$ cat src/rtl/uart_pkg.sv
// ---------------------------------------------------------------------------
// uart_pkg
// Shared definitions for the parametrised UART transmitter and the receiver
// that will reuse the same bit-rate counter.
//
// Contents:
//   PAR_NONE / PAR_ODD / PAR_EVEN : parity_mode encodings (2'b11 = none)
//   CLKS_PER_BIT_DEFAULT          : 50 MHz / 115200 baud
//   tx_state_e                    : transmitter state encoding
//   parity_enabled()              : true when a parity bit is sent
// ---------------------------------------------------------------------------
package uart_pkg;

    localparam logic [1:0] PAR_NONE = 2'b00;
    localparam logic [1:0] PAR_ODD  = 2'b01;
    localparam logic [1:0] PAR_EVEN = 2'b10;

    localparam int CLKS_PER_BIT_DEFAULT = 434;

    // Neighbouring states along the normal frame path differ in one bit.
    typedef enum logic [2:0] {
        TX_IDLE   = 3'b000,
        TX_START  = 3'b001,
        TX_DATA   = 3'b011,
        TX_PARITY = 3'b010,
        TX_STOP   = 3'b110
    } tx_state_e;

    // Mode 2'b11 is reserved and behaves like no parity.
    function automatic logic parity_enabled(input logic [1:0] mode);
        return (mode == PAR_ODD) || (mode == PAR_EVEN);
    endfunction

endpackage

$ cat src/rtl/uart_tx_param_if.sv
// ---------------------------------------------------------------------------
// uart_tx_param_if
// Word handshake between the UART register block (master) and the
// transmitter (slave).
//
// Signals:
//   tx_data     word to send, DATA_W bits, LSB goes out first
//   tx_valid    tx_data / parity_mode / stop2 are valid
//   tx_ready    transmitter can accept a word this cycle
//   parity_mode 00 none, 01 odd, 10 even, 11 none
//   stop2       1 = two stop bits, 0 = one
// ---------------------------------------------------------------------------
interface uart_tx_param_if #(
    parameter int DATA_W = 8
);
    import uart_pkg::*;

    logic [DATA_W-1:0] tx_data;
    logic              tx_valid;
    logic              tx_ready;
    logic [1:0]        parity_mode;
    logic              stop2;

    modport master (
        output tx_data,
        output tx_valid,
        output parity_mode,
        output stop2,
        input  tx_ready
    );

    modport slave (
        input  tx_data,
        input  tx_valid,
        input  parity_mode,
        input  stop2,
        output tx_ready
    );

endinterface

$ cat src/rtl/uart_baud_tick.sv
// ---------------------------------------------------------------------------
// uart_baud_tick
// Bit-rate counter shared by the UART transmitter and receiver. Counts
// 0 .. CLKS_PER_BIT-1 and raises tick while the count sits at the terminal
// value; the count wraps to 0 on the tick so consecutive bits are exactly
// CLKS_PER_BIT cycles long with no drift.
//
// Ports:
//   clk   in   system clock
//   rst   in   asynchronous, active-high reset
//   clr   in   synchronous clear, holds the count at 0
//   tick  out  high in the last cycle of each bit period
// ---------------------------------------------------------------------------
module uart_baud_tick
    import uart_pkg::*;
#(
    parameter int CLKS_PER_BIT = CLKS_PER_BIT_DEFAULT
) (
    input  logic clk,
    input  logic rst,
    input  logic clr,
    output logic tick
);

    localparam int CNT_W = (CLKS_PER_BIT > 1) ? $clog2(CLKS_PER_BIT) : 1;
    localparam logic [CNT_W-1:0] CNT_LAST = CNT_W'(CLKS_PER_BIT - 1);

    logic [CNT_W-1:0] count;

    assign tick = (count == CNT_LAST);

    always_ff @(posedge clk or posedge rst) begin
        if (rst) begin
            count <= '0;
        end else if (clr || tick) begin
            count <= '0;
        end else begin
            count <= count + 1'b1;
        end
    end

endmodule

$ cat src/rtl/uart_tx_param.sv
// ---------------------------------------------------------------------------
// uart_tx_param
// Parametrised RS232 transmitter. Takes one word per valid/ready handshake
// and sends start bit, DATA_W data bits LSB first, an optional parity bit
// and one or two stop bits on tx_line. Data, parity mode and stop count are
// captured at accept, so the host may change its inputs during a frame.
//
// Ports:
//   clk      in   system clock
//   rst      in   asynchronous, active-high reset; abandons any frame
//   bus      slave side of uart_tx_param_if (tx_data, tx_valid, tx_ready,
//            parity_mode, stop2); tx_ready is the only combinational output
//   tx_line  out  serial line, idle high, registered
//   busy     out  high from the cycle after accept to the last stop cycle
//   done     out  one-cycle pulse in the first idle cycle after a frame
//
// State table:
//   state     | meaning
//   ----------+--------------------------------------------------------
//   TX_IDLE   | line high, tx_ready high, waiting for tx_valid
//   TX_START  | start bit (low) for one bit period
//   TX_DATA   | data bit bit_cnt from the shift register, LSB first
//   TX_PARITY | captured parity bit, only when parity is enabled
//   TX_STOP   | stop bit(s) high; bit_cnt tracks the second stop bit
// ---------------------------------------------------------------------------
module uart_tx_param
    import uart_pkg::*;
#(
    parameter int DATA_W       = 8,
    parameter int CLKS_PER_BIT = CLKS_PER_BIT_DEFAULT
) (
    input  logic            clk,
    input  logic            rst,
    uart_tx_param_if.slave  bus,
    output logic            tx_line,
    output logic            busy,
    output logic            done
);

    localparam logic [3:0] LAST_BIT = 4'(DATA_W - 1);

    tx_state_e         state;
    logic [DATA_W-1:0] shreg;
    logic              par_bit;
    logic              par_en;
    logic              stop2_q;
    logic [3:0]        bit_cnt;

    logic accept;
    logic bit_tick;
    logic baud_clr;

    assign bus.tx_ready = (state == TX_IDLE) && !rst;
    assign accept       = bus.tx_valid && bus.tx_ready;

    // Holding the counter clear while idle means the first start-bit cycle
    // always begins from 0, which also covers the clear on accept.
    assign baud_clr = (state == TX_IDLE);

    uart_baud_tick #(
        .CLKS_PER_BIT (CLKS_PER_BIT)
    ) u_baud (
        .clk  (clk),
        .rst  (rst),
        .clr  (baud_clr),
        .tick (bit_tick)
    );

    always_ff @(posedge clk or posedge rst) begin
        if (rst) begin
            state   <= TX_IDLE;
            shreg   <= '0;
            par_bit <= 1'b0;
            par_en  <= 1'b0;
            stop2_q <= 1'b0;
            bit_cnt <= '0;
            tx_line <= 1'b1;
            busy    <= 1'b0;
            done    <= 1'b0;
        end else begin
            done <= 1'b0;
            case (state)
                TX_IDLE: begin
                    if (accept) begin
                        shreg   <= bus.tx_data;
                        par_en  <= parity_enabled(bus.parity_mode);
                        // Even parity is the XOR of the data; odd inverts it.
                        par_bit <= (^bus.tx_data) ^ (bus.parity_mode == PAR_ODD);
                        stop2_q <= bus.stop2;
                        state   <= TX_START;
                        tx_line <= 1'b0;
                        busy    <= 1'b1;
                    end
                end

                TX_START: begin
                    if (bit_tick) begin
                        state   <= TX_DATA;
                        bit_cnt <= '0;
                        tx_line <= shreg[0];
                        shreg   <= shreg >> 1;
                    end
                end

                TX_DATA: begin
                    if (bit_tick) begin
                        if (bit_cnt == LAST_BIT) begin
                            bit_cnt <= '0;
                            if (par_en) begin
                                state   <= TX_PARITY;
                                tx_line <= par_bit;
                            end else begin
                                state   <= TX_STOP;
                                tx_line <= 1'b1;
                            end
                        end else begin
                            bit_cnt <= bit_cnt + 4'd1;
                            tx_line <= shreg[0];
                            shreg   <= shreg >> 1;
                        end
                    end
                end

                TX_PARITY: begin
                    if (bit_tick) begin
                        state   <= TX_STOP;
                        bit_cnt <= '0;
                        tx_line <= 1'b1;
                    end
                end

                TX_STOP: begin
                    if (bit_tick) begin
                        if (stop2_q && (bit_cnt == 4'd0)) begin
                            bit_cnt <= 4'd1;
                        end else begin
                            state   <= TX_IDLE;
                            bit_cnt <= '0;
                            busy    <= 1'b0;
                            done    <= 1'b1;
                        end
                    end
                end

                default: begin
                    state   <= TX_IDLE;
                    bit_cnt <= '0;
                    tx_line <= 1'b1;
                    busy    <= 1'b0;
                end
            endcase
        end
    end

endmodule

$ cat src/flat_wrapper.sv
// flat-port wrapper written by rule: the top's interface ports become plain ports
module uart_tx_param_flat import uart_pkg::*;
#(
    parameter int DATA_W       = 8,
    parameter int CLKS_PER_BIT = CLKS_PER_BIT_DEFAULT
)
  (clk, rst, tx_line, busy, done, bus_tx_data, bus_tx_valid, bus_parity_mode, bus_stop2, bus_tx_ready);
  uart_tx_param_if #(.DATA_W(DATA_W)) bus_i ();
  input  logic clk;
  input  logic rst;
  output logic tx_line;
  output logic busy;
  output logic done;
  input wire logic [$bits(bus_i.tx_data)-1:0] bus_tx_data;
  input wire logic [$bits(bus_i.tx_valid)-1:0] bus_tx_valid;
  input wire logic [$bits(bus_i.parity_mode)-1:0] bus_parity_mode;
  input wire logic [$bits(bus_i.stop2)-1:0] bus_stop2;
  output wire logic [$bits(bus_i.tx_ready)-1:0] bus_tx_ready;
  assign bus_i.tx_data = bus_tx_data;
  assign bus_i.tx_valid = bus_tx_valid;
  assign bus_i.parity_mode = bus_parity_mode;
  assign bus_i.stop2 = bus_stop2;
  assign bus_tx_ready = bus_i.tx_ready;
  uart_tx_param #(.DATA_W(DATA_W), .CLKS_PER_BIT(CLKS_PER_BIT)) u_core (.clk(clk), .rst(rst), .bus(bus_i), .tx_line(tx_line), .busy(busy), .done(done));
endmodule
$ cat config.mk
export PLATFORM = sky130hd
export DESIGN_NAME = uart_tx_param_flat
export DESIGN_NICKNAME = d
export VERILOG_FILES = /design/src/rtl/uart_pkg.sv /design/src/rtl/uart_tx_param_if.sv /design/src/rtl/uart_baud_tick.sv /design/src/rtl/uart_tx_param.sv /design/src/flat_wrapper.sv
export SDC_FILE = /design/constraint.sdc
export NUM_CORES = 1
export LEC_CHECK = 0
export CORE_MARGIN = 2
export CORE_UTILIZATION = 29
export CTS_CLUSTER_SIZE = 25
export DETAILED_ROUTE_END_ITERATION = 12
export SYNTH_ARGS = -nofsm -noshare
export SYNTH_HDL_FRONTEND = slang
export SYNTH_SLANG_ARGS = --single-unit
export TNS_END_PERCENT = 50
$ cat constraint.sdc
create_clock -name clk -period 5.46 [get_ports clk]
set_clock_uncertainty 0.2 [all_clocks]
set_input_delay 1.638 -clock clk [delete_from_list [all_inputs] [get_ports clk]]
set_output_delay 1.638 -clock clk [all_outputs]
set_load 0.03 [all_outputs]
==> results.txt, run 1 <==
----------------------------------------------------
[Synth]
  Number of enable-type register cells in the synthesized netlist ... 0
  Most numerous cell in the Yosys netlist ... sky130_fd_sc_hd__dfrtp_1
  Post-synthesis register bit count ... 30
  Library cell occupying the most area in the post-synthesis netlist ... sky130_fd_sc_hd__dfrtp_1
  Top-area cell type share of the netlist area ... 0.418
  Top FF cell, synth ... sky130_fd_sc_hd__dfrtp_1
  Netlist Area Pre-Place ... 1740 sq um
  Syn avg cell area ... 10.4 sq um
  Post-synth ARST share ... 1.00
  Commonest cells post-synth ... 29 x sky130_fd_sc_hd__dfrtp_1, 15 x sky130_fd_sc_hd__mux2_2, 14 x sky130_fd_sc_hd__nor2_1, 12 x sky130_fd_sc_hd__nand2_1, 9 x sky130_fd_sc_hd__xnor2_1
  Post-Synthesis Cells ... 167
  Dominant cells by area after synthesis ... sky130_fd_sc_hd__dfrtp_1 42%, sky130_fd_sc_hd__mux2_2 9.7%, sky130_fd_sc_hd__xnor2_1 4.5%
  Net Count, Synth ... 186
  Sequential cell area fraction in the yosys report ... 0.433
  Post-synth cell types ... 47
  Yosys synthesis warning count ... 0

[Placed design]
  Placed Cells ... 253
  Placed wire-length estimate after detailed placement ... 2470 um
  Final estimated routing congestion in global placement ... 0.752
  Count of buffers from port buffering ... 17
  Placed Instance Area ... 1980 sq um

[Detailed routing]
  Number of DRC markers after the initial detailed-route iteration ... 115
  Count of antenna-violating nets left after detailed routing ... 0
  Via count ... 1250
  Via-per-instance ratio ... 4.79
  Drt first pass iters ... 5
  Wirelength per Cell ... 13.0 um
  Post-detailed-route DRC marker count ... 0
  Wire length reported by the detailed router ... 3400 um

[Die]
  Die H ... 81.4 um
  Effective utilization at floorplan ... 0.297
  Count of pins on the block boundary ... 18
  Die width ... 81.4 um
  Placeable core region ... 5850 sq um
  Die area ... 6620 sq um
  Number of rows in the core area ... 28

[GRT]
  Number of antenna violations at the first check in global routing ... 0
  Met3 usage in global routing ... 0.0422
  Number of global-route vias before repair ... 1190
  Most Crowded Layer GR ... met2
  Pin count of the biggest net entering global routing ... 32
  Overflow left after global routing ... 0
  Global-route usage over all layers ... 0.119
  Met2 demand-to-capacity share in global routing ... 0.187
  Met1 demand-to-capacity share in global routing ... 0.147
  First-pass GRT wire length ... 5860 um

[Clock network]
  TritonCTS clock tree ... done
  Hold-fix buffers, CTS ... 0
  Clock slew at the register clock pins of the worst setup and hold paths ... 0.06 ns
  CTS root buf ... sky130_fd_sc_hd__clkbuf_8
  Number of buffers on the longest clock path ... 2
  CTS-repair resized insts ... 0
  Clock buffer count from CTS ... 5
  Insertion delay of the later-clocked pin in the worst-skew pair ... 0.28 ns
  Post-CTS Setup Repair Bufs ... 0
  TritonCTS sink count ... 30
  Clock H-tree levels ... 2

[Final layout]
  FF/Latch Area ... 752 sq um
  Number of fillers in the final layout ... 593
  Area of combinational cells with multiple inputs ... 925 sq um
  Final design instance area without fill ... 2060 sq um
  Antenna diodes ... 0
  Signed area change from the synthesized netlist to the final layout ... 18.6%
  Finished Layout Cells ... 261
  Nets ... 204
  Layout cell share with drive strength beyond 1 ... 0.151

[Power]
  Pint ... 502 uW
  Switching power summed over all nets ... 224 uW
  Total power draw ... 726 uW
  Fraction of power consumed by combinational cells ... 0.294
  Power per unit of standard cell area ... 353 nW/um^2
  Max IR drop VDD ... 0.000151 V
  Share of total power in the clock network ... 0.235
  Sequential power share ... 0.471
  Fraction of power spent switching nets ... 0.309
  Leakage power total ... 0.000879 uW

[Timing]
  Period utilization ... 0.876
  Setup total negative slack ... 0 ns
  Number of setup violations in the final report ... 0
  Final min period ... 4.78 ns
  Setup repair after global routing missed its margin ... false
  Worst-Margin Slew ... 0.508 ns
  Max Transition Viols Final ... 0
  Highest Clock Rate ... 0.209 GHz
  Tightest slew margin relative to the limit ... 0.662
  Number of hold violations in the final report ... 0

[Worst setup path]
  Data required time at the worst endpoint ... 3.62 ns
  CP Class ... in2out
  Path depth of the worst reg2reg path ... 5
  Maximum fanout along the worst path ... 3
  Endpoint type of the worst setup path ... output port
  Critical path startpoint category ... primary input
  Data arrival time of the critical path ... 2.95 ns

[Min path]
  Cell depth of the worst hold path ... 2
  Class of the tightest hold or removal check ... reg2reg

[Run]
  Max-cap check violation count ... 0

[Run status]
  Run status ... finished clean

----------------------------------------------------
[cells by family after synthesis]
kind of cell,after synthesis,synth area share
AO/OA/AOI/OAI,27,0.114
XOR/XNOR,14,0.0786
adder cells (fa/ha/maj),5,0.0360
buffers and inverters,15,0.0339
flip-flops,30,0.433
multiplexers,18,0.115
AND/OR/NAND/NOR,58,0.189
[layer usage]
layer / up-vias / routed length, um
met5: - / 0
met4: 0 / 43
met3: 6 / 163
met2: 26 / 1620
met1: 598 / 1570
li1: 620 / -
[state kept, by name, indices dropped and copies added, names as in the netlist, 3 cells and up]
signal and flops:
u_core.state 3, u_core.shreg 8, u_core.bit_cnt 4, u_core.u_baud.count 9
[worst max-delay path, stage by stage]
cell                              delay (ns)
sky130_fd_sc_hd__clkdlybuf4s50_1        0.43
sky130_fd_sc_hd__nor4_1                 0.17
sky130_fd_sc_hd__clkdlybuf4s50_1        0.71
[layout make-up]
class	count	share of cell area
multi-input combinational	122	0.449
sequential	30	0.365
timing repair buffer	18	0.0863
tap	75	0.0456
clock buffer	8	0.0389
inverter	8	0.0146
[placed cells by master (no fill, tap or decap), drive strengths merged, types with 2 or more instances in the layout]
cell type	Yosys	layout
dfrtp	29	29
clkdlybuf4s50	0	17
mux2	16	16
nor2	14	14
nand2	12	12
xnor2	9	9
inv	8	8
clkbuf	4	8
o21ai	7	7
nand2b	6	6
nand3	6	6
ha	5	5
a21oi	4	4
xor2	4	4
nor2b	3	3
and3	3	3
nor3	2	2
o311ai	2	2
a31oi	2	2
o22ai	2	2
mux2i	2	2
and2	2	2
o211ai	2	2
[metrics by stage]
step                hold slack (ns)  worst slack (ns)   util
global route                  0.332             0.638  0.352
floorplan                     0.241              1.08      -
detailed placement            0.266             0.665  0.338
global placement              0.259             0.683  0.338
CTS                           0.280             0.659  0.352
finish                        0.276             0.676  0.352
[worst paths after layout]
path                                             startpoint                       endpoint  slack, ns
min in group asynchronous                               rst  u_core.bit_cnt[1]$_DFFE_PP0P_       1.58
min reg2reg                      u_core.par_bit$_DFFE_PP0P_     u_core.par_bit$_DFFE_PP0P_       0.28
max in group asynchronous                               rst     u_core.tx_line$_DFFE_PP1P_       3.14
max                                                     rst                   bus_tx_ready       0.68
min                              u_core.par_bit$_DFFE_PP0P_     u_core.par_bit$_DFFE_PP0P_       0.28
max reg2reg                u_core.u_baud.count[0]$_DFF_PP0_    u_core.state[0]$_DFFE_PP0P_       3.30
[power by group through the flow]
stage	clock (uW)	sequential (uW)	combinational [uW]
after floorplan	0	346	156
after global placement	0	346	212
after detailed placement	0	348	218
after CTS	179	344	219
after global routing	190	354	240
final	170	342	214
Power figures use the tool's default switching activity.
==> run 2: changes to the inputs <==
--- a/config.mk
+++ b/config.mk
@@ -5,10 +5,11 @@
 export SDC_FILE = /design/constraint.sdc
 export NUM_CORES = 1
 export LEC_CHECK = 0
-export CORE_MARGIN = 2
+export CORE_MARGIN = 4
 export CORE_UTILIZATION = 29
 export CTS_CLUSTER_SIZE = 25
 export DETAILED_ROUTE_END_ITERATION = 12
+export GPL_TIMING_DRIVEN = 0
 export SYNTH_ARGS = -nofsm -noshare
 export SYNTH_HDL_FRONTEND = slang
 export SYNTH_SLANG_ARGS = --single-unit
==> run 2 against run 1 <==
  * Flip-flop and latch count unchanged
  * Critical path depth unchanged
  * Combinational power increased by 3%
  * Hold slack got worse by 0.0072 ns
  * Non-clock buffer count increased by 7
  * Wire length decreased by 1.5%
  * Final cell count increased by 1.5%
  * Via count increased by 1.8%
  * Design area increased by 2.9%
  * Total power increased by 2.6%
  * Critical path type unchanged
  * Largest cell class unchanged
  * Largest power group unchanged
  * Highest routed layer unchanged
==> results.txt, run 2 (synthesis gave the netlist of run 1 again) <==
----------------------------------------------------
[Detailed routing]
  Drt first pass iters ... 4 (-1)
  Wirelength per Cell ... 12.6 um (-3.0%)
  Via count ... 1273 (+1.8%)
  Post-detailed-route DRC marker count ... 0 (unchanged)
  Wire length reported by the detailed router ... 3350 um (-1.5%)
  Number of DRC markers after the initial detailed-route iteration ... 62 (-46%)
  Via-per-instance ratio ... 4.80 (+0.30%)
  Count of antenna-violating nets left after detailed routing ... 0 (unchanged)

[Power]
  Leakage power total ... 0.000909 uW (+3.4%)
  Power per unit of standard cell area ... 352 nW/um^2 (-0.29%)
  Max IR drop VDD ... 0.000195 V (+29%)
  Total power draw ... 745 uW (+2.6%)

[Final layout]
  Biggest registers after layout ... u_core.u_baud.count (9), u_core.shreg (8), u_core.bit_cnt (4)
  Register bank with the most flops ... u_core.u_baud.count
  Signed area change from the synthesized netlist to the final layout ... 22.1%
  Final Core Density ... 0.375 (+0.0237)
  Nets ... 211 (+3.4%)
  Number of flip-flops in the largest register ... 9 (unchanged)
  Layout cell share with drive strength beyond 1 ... 0.171 (+0.0204)
  Antenna diodes ... 0 (unchanged)
  Most frequent standard cell in the layout excluding fill and tap cells ... sky130_fd_sc_hd__dfrtp_1
  Most used cells in the layout excluding fill and tap cells ... 29 x sky130_fd_sc_hd__dfrtp_1, 17 x sky130_fd_sc_hd__clkdlybuf4s50_1, 15 x sky130_fd_sc_hd__mux2_2, 14 x sky130_fd_sc_hd__nor2_1, 12 x sky130_fd_sc_hd__nand2_1

[Placed design]
  Final estimated routing congestion in global placement ... 0.842 (+12%)
  Count of buffers from port buffering ... 17 (unchanged)
  Worst Setup Slack post-DPL ... 0.527 ns (-0.139 ns)
  Placed wire-length estimate after detailed placement ... 2460 um (-0.26%)

[Clock network]
  TritonCTS clock tree ... done
  Clock buffer count from CTS ... 5 (unchanged)
  Clock H-tree levels ... 2 (unchanged)
  TritonCTS sink count ... 30 (unchanged)
  Insertion delay of the later-clocked pin in the worst-skew pair ... 0.28 ns (about the same)
  Number of buffers on the longest clock path ... 2 (unchanged)
  CTS root buf ... sky130_fd_sc_hd__clkbuf_8
  Hold-fix buffers, CTS ... 0 (unchanged)
  Clock slew at the register clock pins of the worst setup and hold paths ... 0.06 ns (about the same)
  Post-CTS Setup Repair Bufs ... 0 (unchanged)
  CTS-repair resized insts ... 0 (unchanged)

[Worst setup path]
  Origin of the worst setup path ... rst
  Maximum fanout along the worst path ... 3 (unchanged)
  Reg-to-reg startpoint ... u_core.u_baud.count[0]$_DFF_PP0_
  Data arrival time of the critical path ... 3.07 ns (+0.12 ns)
  Data required time at the worst endpoint ... 3.62 ns (about the same)
  Critical path startpoint category ... primary input
  Endpoint type of the worst setup path ... output port
  CP Class ... in2out

[GRT]
  Global-route usage over all layers ... 0.103 (-0.0163)
  Met1 demand-to-capacity share in global routing ... 0.138 (-0.00937)
  Met2 demand-to-capacity share in global routing ... 0.155 (-0.0322)
  Most Crowded Layer GR ... met2
  Overflow left after global routing ... 0 (unchanged)
  First-pass GRT wire length ... 5940 um (+1.4%)
  Pin count of the biggest net entering global routing ... 32 (unchanged)
  Met3 usage in global routing ... 0.0398 (-0.00242)
  Number of antenna violations at the first check in global routing ... 0 (unchanged)
  Number of global-route vias before repair ... 1222 (+2.7%)

[Run]
  Max-cap check violation count ... 0 (unchanged)

[Min path]
  HP Start ... u_core.par_bit$_DFFE_PP0P_
  Class of the tightest hold or removal check ... reg2reg

[Timing]
  Worst path setup slack after routing ... 0.548 ns (-0.128 ns)
  Period utilization ... 0.900 (+0.0235)
  Highest Clock Rate ... 0.204 GHz (-2.6%)
  Max Transition Viols Final ... 0 (unchanged)
  Hold Slack ... 0.269 ns (-0.00719 ns)
  Setup total negative slack ... 0 ns (unchanged)
  Worst-Margin Slew ... 0.528 ns (+0.0201 ns)
  Number of hold violations in the final report ... 0 (unchanged)
  Number of setup violations in the final report ... 0 (unchanged)
  Tightest slew margin relative to the limit ... 0.648 (-0.0138)
  Setup repair after global routing missed its margin ... false
  Final min period ... 4.91 ns (+0.128 ns)

[Die]
  Die H ... 85.4 um (+4.9%)
  Count of pins on the block boundary ... 18 (unchanged)
  Die area ... 7290 sq um (+10%)
  Placeable core region ... 5640 sq um (-3.6%)
  Effective utilization at floorplan ... 0.308 (+0.0110)
  Number of rows in the core area ... 27 (-3.6%)
  Die width ... 85.4 um (+4.9%)

[Run status]
  Run status ... finished clean

----------------------------------------------------
## run 2: cell types whose count changed in the layout (fill, tap and decap cells not counted), sizes merged
cell,change
clkbuf,+2
clkinvlp,+1
buf,+3
clkinv,+1
## run 2: cell type report
type | count | area [sq um]
fill | 550 | 3520
inverter | 8 | 30.0
buffer | 7 | 28.8
clock inverter | 2 | 12.5
clock buffer | 6 | 82.6
tap | 72 | 90.1
timing repair buffer | 18 | 198
multi-input combinational | 122 | 925
sequential | 30 | 752
## run 2: critical path, stage by stage
cell and delay, ns:
sky130_fd_sc_hd__clkdlybuf4s50_1 0.45, sky130_fd_sc_hd__nor4_1 0.25, sky130_fd_sc_hd__clkdlybuf4s50_1 0.73
## run 2: worst paths after layout
path,slack (ns),to,cells after the start
worst min-delay path,0.27,u_core.par_bit$_DFFE_PP0P_,2
min in group asynchronous,1.58,u_core.state[1]$_DFFE_PP0P_,2
worst max register to register,3.23,u_core.state[0]$_DFFE_PP0P_,6
max in group asynchronous,3.00,u_core.shreg[6]$_DFFE_PP0P_,3
worst min register to register,0.27,u_core.par_bit$_DFFE_PP0P_,2
worst max-delay path,0.55,bus_tx_ready,3
## run 2: report_power, final
part	switching, uW	internal (uW)
clock	84.7	101
combinational	96.1	124
sequential	48.7	290
## run 2: stage by stage
step,cells,cell area (sq um)
2_1_floorplan,167,1740
3_3_place_gp,256,2000
3_5_place_dp,256,2000
4_1_cts,264,2090
5_1_grt,265,2120
6_report,265,2120
## run 2: layer usage
layer | share of wire | vias up
met3 | 0.030 | 2
met5 | 0 | -
met4 | 0.0036 | 0
met2 | 0.48 | 19
li1 | - | 636
met1 | 0.49 | 616
